### src/rtl/rect_fill_engine.sv
// Rectangle fill engine: turns one fill command into a raster of pixel
// writes on the framebuffer draw port, with clipping, clear and abort.
module rect_fill_engine #(
  parameter int FB_WIDTH   = 160,
  parameter int FB_HEIGHT  = 120,
  parameter int COLOR_BITS = 9
) (
  input  logic                  Fast_Clock,
  input  logic                  Reset,
  input  logic                  Cmd_Valid,
  output logic                  Cmd_Ready,
  input  logic                  Cmd_Clear,
  input  logic [7:0]            Cmd_X0,
  input  logic [6:0]            Cmd_Y0,
  input  logic [7:0]            Cmd_W,
  input  logic [6:0]            Cmd_H,
  input  logic [COLOR_BITS-1:0] Cmd_Color,
  input  logic                  Abort,
  output logic                  Enable_Draw,
  output logic [31:0]           Draw_X,
  output logic [31:0]           Draw_Y,
  output logic [31:0]           Draw_Color,
  output logic                  Busy,
  output logic                  Done
);

  typedef enum logic [1:0] {
    IDLE = 2'd0,
    DRAW = 2'd1,
    DONE = 2'd2
  } state_t;

  localparam logic [8:0] FBW = 9'(FB_WIDTH);
  localparam logic [7:0] FBH = 8'(FB_HEIGHT);

  state_t                state_q, state_d;
  logic [7:0]            x_q, x_d;
  logic [6:0]            y_q, y_d;
  logic [7:0]            xs_q, xs_d;
  logic [7:0]            xe_q, xe_d;
  logic [6:0]            ye_q, ye_d;
  logic [COLOR_BITS-1:0] color_q, color_d;

  logic [8:0] x_sum, x_lim;
  logic [7:0] y_sum, y_lim;
  logic [7:0] cmd_xs, cmd_xe;
  logic [6:0] cmd_ys, cmd_ye;
  logic       cmd_empty;

  // Sums are one bit wider than the operands so clipping never overflows.
  always_comb begin
    x_sum     = {1'b0, Cmd_X0} + {1'b0, Cmd_W};
    y_sum     = {1'b0, Cmd_Y0} + {1'b0, Cmd_H};
    x_lim     = (x_sum > FBW) ? FBW : x_sum;
    y_lim     = (y_sum > FBH) ? FBH : y_sum;
    cmd_xs    = Cmd_X0;
    cmd_ys    = Cmd_Y0;
    cmd_xe    = 8'(x_lim - 9'd1);
    cmd_ye    = 7'(y_lim - 8'd1);
    cmd_empty = (Cmd_W == 8'd0) || (Cmd_H == 7'd0) ||
                ({1'b0, Cmd_X0} >= FBW) ||
                ({1'b0, Cmd_Y0} >= FBH);
    if (Cmd_Clear) begin
      cmd_xs    = 8'd0;
      cmd_ys    = 7'd0;
      cmd_xe    = 8'(FBW - 9'd1);
      cmd_ye    = 7'(FBH - 8'd1);
      cmd_empty = 1'b0;
    end
  end

  always_comb begin
    state_d = state_q;
    x_d     = x_q;
    y_d     = y_q;
    xs_d    = xs_q;
    xe_d    = xe_q;
    ye_d    = ye_q;
    color_d = color_q;
    unique case (state_q)
      IDLE: begin
        if (Cmd_Valid) begin
          color_d = Cmd_Color;
          if (cmd_empty) begin
            state_d = DONE;
          end else begin
            state_d = DRAW;
            xs_d    = cmd_xs;
            xe_d    = cmd_xe;
            ye_d    = cmd_ye;
            x_d     = cmd_xs;
            y_d     = cmd_ys;
          end
        end
      end
      DRAW: begin
        if (Abort) begin
          state_d = IDLE;
        end else if (x_q == xe_q) begin
          // Last pixel keeps the counters so they hold (xe,ye) afterwards.
          if (y_q == ye_q) begin
            state_d = DONE;
          end else begin
            x_d = xs_q;
            y_d = y_q + 7'd1;
          end
        end else begin
          x_d = x_q + 8'd1;
        end
      end
      DONE: state_d = IDLE;
      default: state_d = IDLE;
    endcase
  end

  always_ff @(posedge Fast_Clock or posedge Reset) begin
    if (Reset) begin
      state_q <= IDLE;
      x_q     <= '0;
      y_q     <= '0;
      xs_q    <= '0;
      xe_q    <= '0;
      ye_q    <= '0;
      color_q <= '0;
    end else begin
      state_q <= state_d;
      x_q     <= x_d;
      y_q     <= y_d;
      xs_q    <= xs_d;
      xe_q    <= xe_d;
      ye_q    <= ye_d;
      color_q <= color_d;
    end
  end

  assign Cmd_Ready   = (state_q == IDLE);
  assign Busy        = (state_q != IDLE);
  assign Done        = (state_q == DONE);
  assign Enable_Draw = (state_q == DRAW);
  assign Draw_X      = 32'(x_q);
  assign Draw_Y      = 32'(y_q);
  assign Draw_Color  = 32'(color_q);

endmodule

### config.mk
export PLATFORM = sky130hd
export DESIGN_NAME = rect_fill_engine
export DESIGN_NICKNAME = d
export VERILOG_FILES = /design/src/rtl/rect_fill_engine.sv
export SDC_FILE = /design/constraint.sdc
export NUM_CORES = 1
export LEC_CHECK = 0
export BUFFER_PORTS_ARGS = -buffer_cell sky130_fd_sc_hd__buf_2
export CAP_MARGIN = 10
export CORE_MARGIN = 2
export CORE_UTILIZATION = 30
export CTS_BUF_LIST = sky130_fd_sc_hd__clkbuf_8
export CTS_CLUSTER_DIAMETER = 150
export DETAILED_ROUTE_END_ITERATION = 10
export SETUP_SLACK_MARGIN = 0.2
export SYNTH_ARGS = -nofsm -noshare
export SYNTH_HDL_FRONTEND = slang
export SYNTH_SLANG_ARGS = --single-unit
### constraint.sdc
create_clock -name Fast_Clock -period 2.05 [get_ports Fast_Clock]
set_input_delay 0.3075 -clock Fast_Clock [delete_from_list [all_inputs] [get_ports Fast_Clock]]
set_output_delay 0.3075 -clock Fast_Clock [all_outputs]
set_load 0.005 [all_outputs]
---- After elaboration in Yosys (flattened, before gate mapping) ----
Cells that the tools add are included.
cells by class
  $add $sub $neg .......................... 6
  magnitude comparators ................... 4
  eq/ne operators ......................... 12
  multiplexer cells ....................... 25
  bitwise logic cells ..................... 1
  reductions and logical operators ........ 13
operators by type and width
  cell                                                      number
  2-to-1 mux 8 bit                                          8
  2-to-1 mux 7 bit                                          8
  case mux 8 bit (2 select lines)                           1
  case mux 7 bit (2 select lines)                           1
  2-to-1 mux 2 bit                                          5
  adder 8 x 8 -> 9 bit                                      1
  > comparator 9 x 8 -> 1 bit, second input constant        1
  adder 7 x 7 -> 8 bit                                      1
  adder 8 x 1 -> 8 bit, second input constant               1
  equality test 8 bit                                       1
  greater-or-equal comparator 8 bit, second input constant  1
  > comparator 8 x 7 -> 1 bit, second input constant        1
  zero test 8 bit                                           1
  != test 2 bit, second input constant                      4
  subtractor 8 x 1 -> 8 bit, second input constant          1
  adder 7 x 1 -> 7 bit, second input constant               1
  equality test 7 bit                                       1
  greater-or-equal comparator 7 bit, second input constant  1
  zero test 7 bit                                           1
  subtractor 7 x 1 -> 7 bit, second input constant          1
  != test 3 x 2 -> 1 bit, second input constant             2
  AND reduction 3 bit                                       2
  AND reduction 6 bit                                       1
  AND reduction 5 bit                                       1
  other kinds (11)                                          14
storage, ports and cells
  bits in registers ....................... 49
  output and inout port bits .............. 100
  word-level logic and storage cells ...... 68

---- Longest topological paths before layout ----
  word-level depth ........................ 8
  depth in mapped cells ................... 15

---- Worst setup path after synthesis ----
Ideal clock, no wire load.
  path type ............................... input port to flip-flop
  start ................................... in Cmd_X0[0]
  end ..................................... reg xe_q[4]
  setup time .............................. 0.094 ns
  arrival time ............................ 2.974 ns
  data required time ...................... 1.956 ns
  path slack .............................. -1.018 ns
  stages on the path ...................... 15
  path through ............................ ha_1 -> inv_1 -> fa_1 -> nand2b_1 -> a21oi_1 -> xnor2_1 -> a31o_1 -> a21bo_2 -> nor2b_1 -> nand2b_1 -> ha_1 -> and4_1 -> o211ai_1 -> mux2i_1 -> a211oi_1
between the ends
  cells in the longest elaborated chain, start to end .. 6
  elaborated cells on any way between the ends .. 11
RTL lines
  item                                                                          RTL line  RTL
  start, declared                                                               13        input logic [7:0] Cmd_X0,
  parallel branches: the longest is 6 deep, another holds adder 8 x 8 -> 9 bit  -
  end signal, assigned                                                          122       xe_q <= '0;
  end signal, assigned                                                          130       xe_q <= xe_d;
  end, declared                                                                 40        logic [7:0] xe_q, xe_d;
Several ways; the timed one is not identified.
A chain may end at the register's enable or synchronous reset.

---- Final worst setup path ----
  start ................................... in Cmd_W[0]
  end ..................................... reg xe_q[4]
between the ends
  cells in the longest elaborated chain, start to end .. 7
  elaborated cells on any way between the ends .. 12
RTL lines
  item                                                                          RTL line  RTL
  start, declared                                                               15        input logic [7:0] Cmd_W,
  parallel branches: the longest is 7 deep, another holds adder 8 x 8 -> 9 bit  -
Several ways; the timed one is not identified.

==> key figures <==
Global route
  • Initial antenna violation count: 0
  • Largest net degree at the start of global routing: 26
  • Grt ovf: 0
  • First-pass GRT wire length: roughly 17,000 um
  • Tot GR Track Use: 0.146
  • Vias in the first global route: ~3.6k

Synthesis
  • Top cell type's share of synthesized area: 0.294
  • Biggest area consumer among synthesized cells: dfrtp_1
  • Top FF cell, synth: dfrtp_1
  • EDFF count, synth: 0
  • Top post-synthesis cells by count: buf_4 (72), dfrtp_1 (49), nand2_1 (41)
  • Asr flop ratio synth: 1.00
  • Synth warn: 0
  • Avg Cell Area, Syn: around 8.6 um2
  • Most numerous cell in the Yosys netlist: buf_4
  • Post-synthesis instance total: 485
  • Synth Register Bits: 49
  • Netlist cell types: a little over 60
  • Area contributors post-synth: dfrtp_1 (29%), buf_4 (13%), ha_1 (5.7%), xor2_1 (4.6%), nand2_1 (3.7%)
  • Register area share after synthesis: 0.294
  • Post-Syn Area: 4180 um2

Worst setup path
  • R2R setup slack: -0.22 ns
  • Setup crit end kind: flop
  • Critical Path RT: between 2 and 2.5 ns
  • Worst R2R Path Depth: 8
  • Critical setup path kind: in -> reg
  • Critical Path Start Type: primary input
  • Critical Path AT: roughly 2.7 ns
  • Critical Path Fanout Max: 5
  • Reg2reg start: xe_q[5]
  • R2R Path End: y_q[0]

Final layout
  • Ant diodes: 0
  • Layout cells sized above 1: 0.444
  • Nets@finish: ~730
  • # fillers: between 1k and 1.5k
  • Layout area overhead: 45.4%

Flow run
  • Max cap viols: 0

Routing
  • Routed len/inst: approximately 13 um
  • Pre-antenna DRT Iters: 4
  • Initial DRC count: ~110
  • Residual DRC: 0
  • Vias per cell: roughly 4.6
  • Vias: between 3k and 4k
  • Routed WL: ~11,000 um
  • ANT nets after route: 0

Clock tree
  • Clock Latency Late Sink: between 0.3 and 0.4 ns
  • Hold_buf cts: 0
  • CTS Sinks: 49
  • Root Driver: clkbuf_8
  • Clk slew on worst S/H paths: approximately 0.090 ns
  • CTS H-Tree Depth: 2
  • Total clock buffers created by CTS: 5
  • Clock Tree Buf Depth: 2
  • CTS tree: yes

Floorplan
  • Die height: between 100 and 150 um
  • # IOs: between 100 and 150
  • Core Rows: between 40 and 50
  • CORE AREA: roughly 14,000 um2
  • Die Area: around 15,000 um2
  • Die width: approximately 120 um
  • Initial Util: 0.304

Place
  • Number of port buffers: 71
  • Routability cong.: 0.847
  • Dpl hpwl: between 9000 and 10,000 um

Timing
  • Hold WS: around 0.051 ns
  • RSZ-0062 raised after global routing: yes
  • Max-slew headroom: 0.618
  • Slew Limit Fails: 0
  • Hold Violations, Final: 0
  • Final setup fails: 16
  • Clk_skew: approximately 0.0077 ns
  • Setup tns final: -3.70 ns
  • Least-Margin Pin Slew: about 0.57 ns
  • Crit path time final: between 2 and 3 ns
  • Worst setup margin: -0.456 ns
  • Period utilization: 1.22
  • Fmax: 0.399 GHz

Pwr
  • VDD IR max: 0.000325 V
  • Total power: approximately 5.2 mW
  • Pwr dens: about 860 nW/um2
  • Leakage power: between 2 and 3 nW

Outcome
  • Failing checks: negative setup slack
  • Status: finished, violations left

Hold path
  • Worst hold path class: in -> async
[worst max path at each step]
stage	from	endpoint	slack (ns)
floorplan	Cmd_X0[0]	xe_q[4]	-0.64
finish	Cmd_W[0]	xe_q[4]	-0.46
global placement	Cmd_X0[0]	xe_q[4]	-0.74
global route	Cmd_W[0]	xe_q[4]	-0.62
detailed placement	Cmd_X0[0]	xe_q[4]	-0.84
CTS	Cmd_W[0]	xe_q[4]	-0.49
[layout by cell type (no fill, tap or decap), types with 15 or more instances in the layout]
master,synthesis,final
o21ai_0,24,17
dfrtp_1,49,48
buf_2,1,68
xor2_1,22,18
nor2_1,37,28
nand3_1,16,15
conb_1,1,72
nand2_1,41,38
buf_4,72,104
a21oi_1,30,20
[layer usage]
metal,part of all wire,track usage
met1,0.44,0.186
met2,0.51,0.258
met3,0.038,0.0169
met4,0.015,0.0467
met5,0,0
[logic make-up (layout without fill, tap and decap cells)]
kind of cell	after synthesis	after routing	share of synthesized area
fa+ha+maj	21	21	0.0665
mux	20	20	0.0515
xor+xnor	35	35	0.0734
simple gates	147	147	0.173
buf+inv	100	213	0.157
compound gates	112	112	0.185
other cells	1	72	0.000898
flops	49	49	0.294
[per-stage QoR]
stage	instance area, um2	util	setup WS, ns	instances
6_report	6070	0.442	-0.456	849
5_1_grt	6070	0.442	-0.625	849
4_1_cts	5750	0.419	-0.492	835
3_5_place_dp	5420	0.395	-0.837	818
3_3_place_gp	5420	0.395	-0.737	818
2_1_floorplan	4660	-	-0.640	556
[final cells by class]
class / instances / area (um2) / area share
tap: 180 / 225 / 0.0371
sequential: 49 / 1230 / 0.202
clock inverter: 2 / 33.8 / 0.00556
clock buffer: 6 / 82.6 / 0.0136
timing repair buffer: 193 / 1430 / 0.235
multi-input combinational: 407 / 3030 / 0.499
inverter: 12 / 45.0 / 0.00742
[power by group]
part	switching [mW]	leakage, nW	internal [mW]
combinational	1.43	2.21	1.54
sequential	0.244	0.571	1.27
clock	0.329	0.0626	0.393
[flip-flops by register name, summed over array words and instances (netlist names)]
register and flops:
ye_q 7, x_q 8, xs_q 8, color_q 9, state_q 2, xe_q 8, y_q 7
[critical path: stages]
cell	delay, ns
buf_8	0.08
ha_4	0.13
inv_2	0.03
fa_2	0.35
nand2b_4	0.17
a21oi_4	0.15
xnor2_2	0.13
a31o_1	0.19
a21bo_2	0.15
nor2b_4	0.16
nand2b_1	0.10
ha_4	0.19
and4_1	0.17
o211ai_1	0.15
mux2i_1	0.10
a211oi_1	0.17
[repair_timing]
item / in CTS / in global routing
setup buffers: 9 / 13
gates resized for setup: 36 / 51
pin swaps: 23 / 23
hold endpoints to repair: 0 / 0
gates cloned: 0 / 1
endpoints found under the setup margin: 31 / 31
Note: power is estimated with default switching activity, not from simulation.
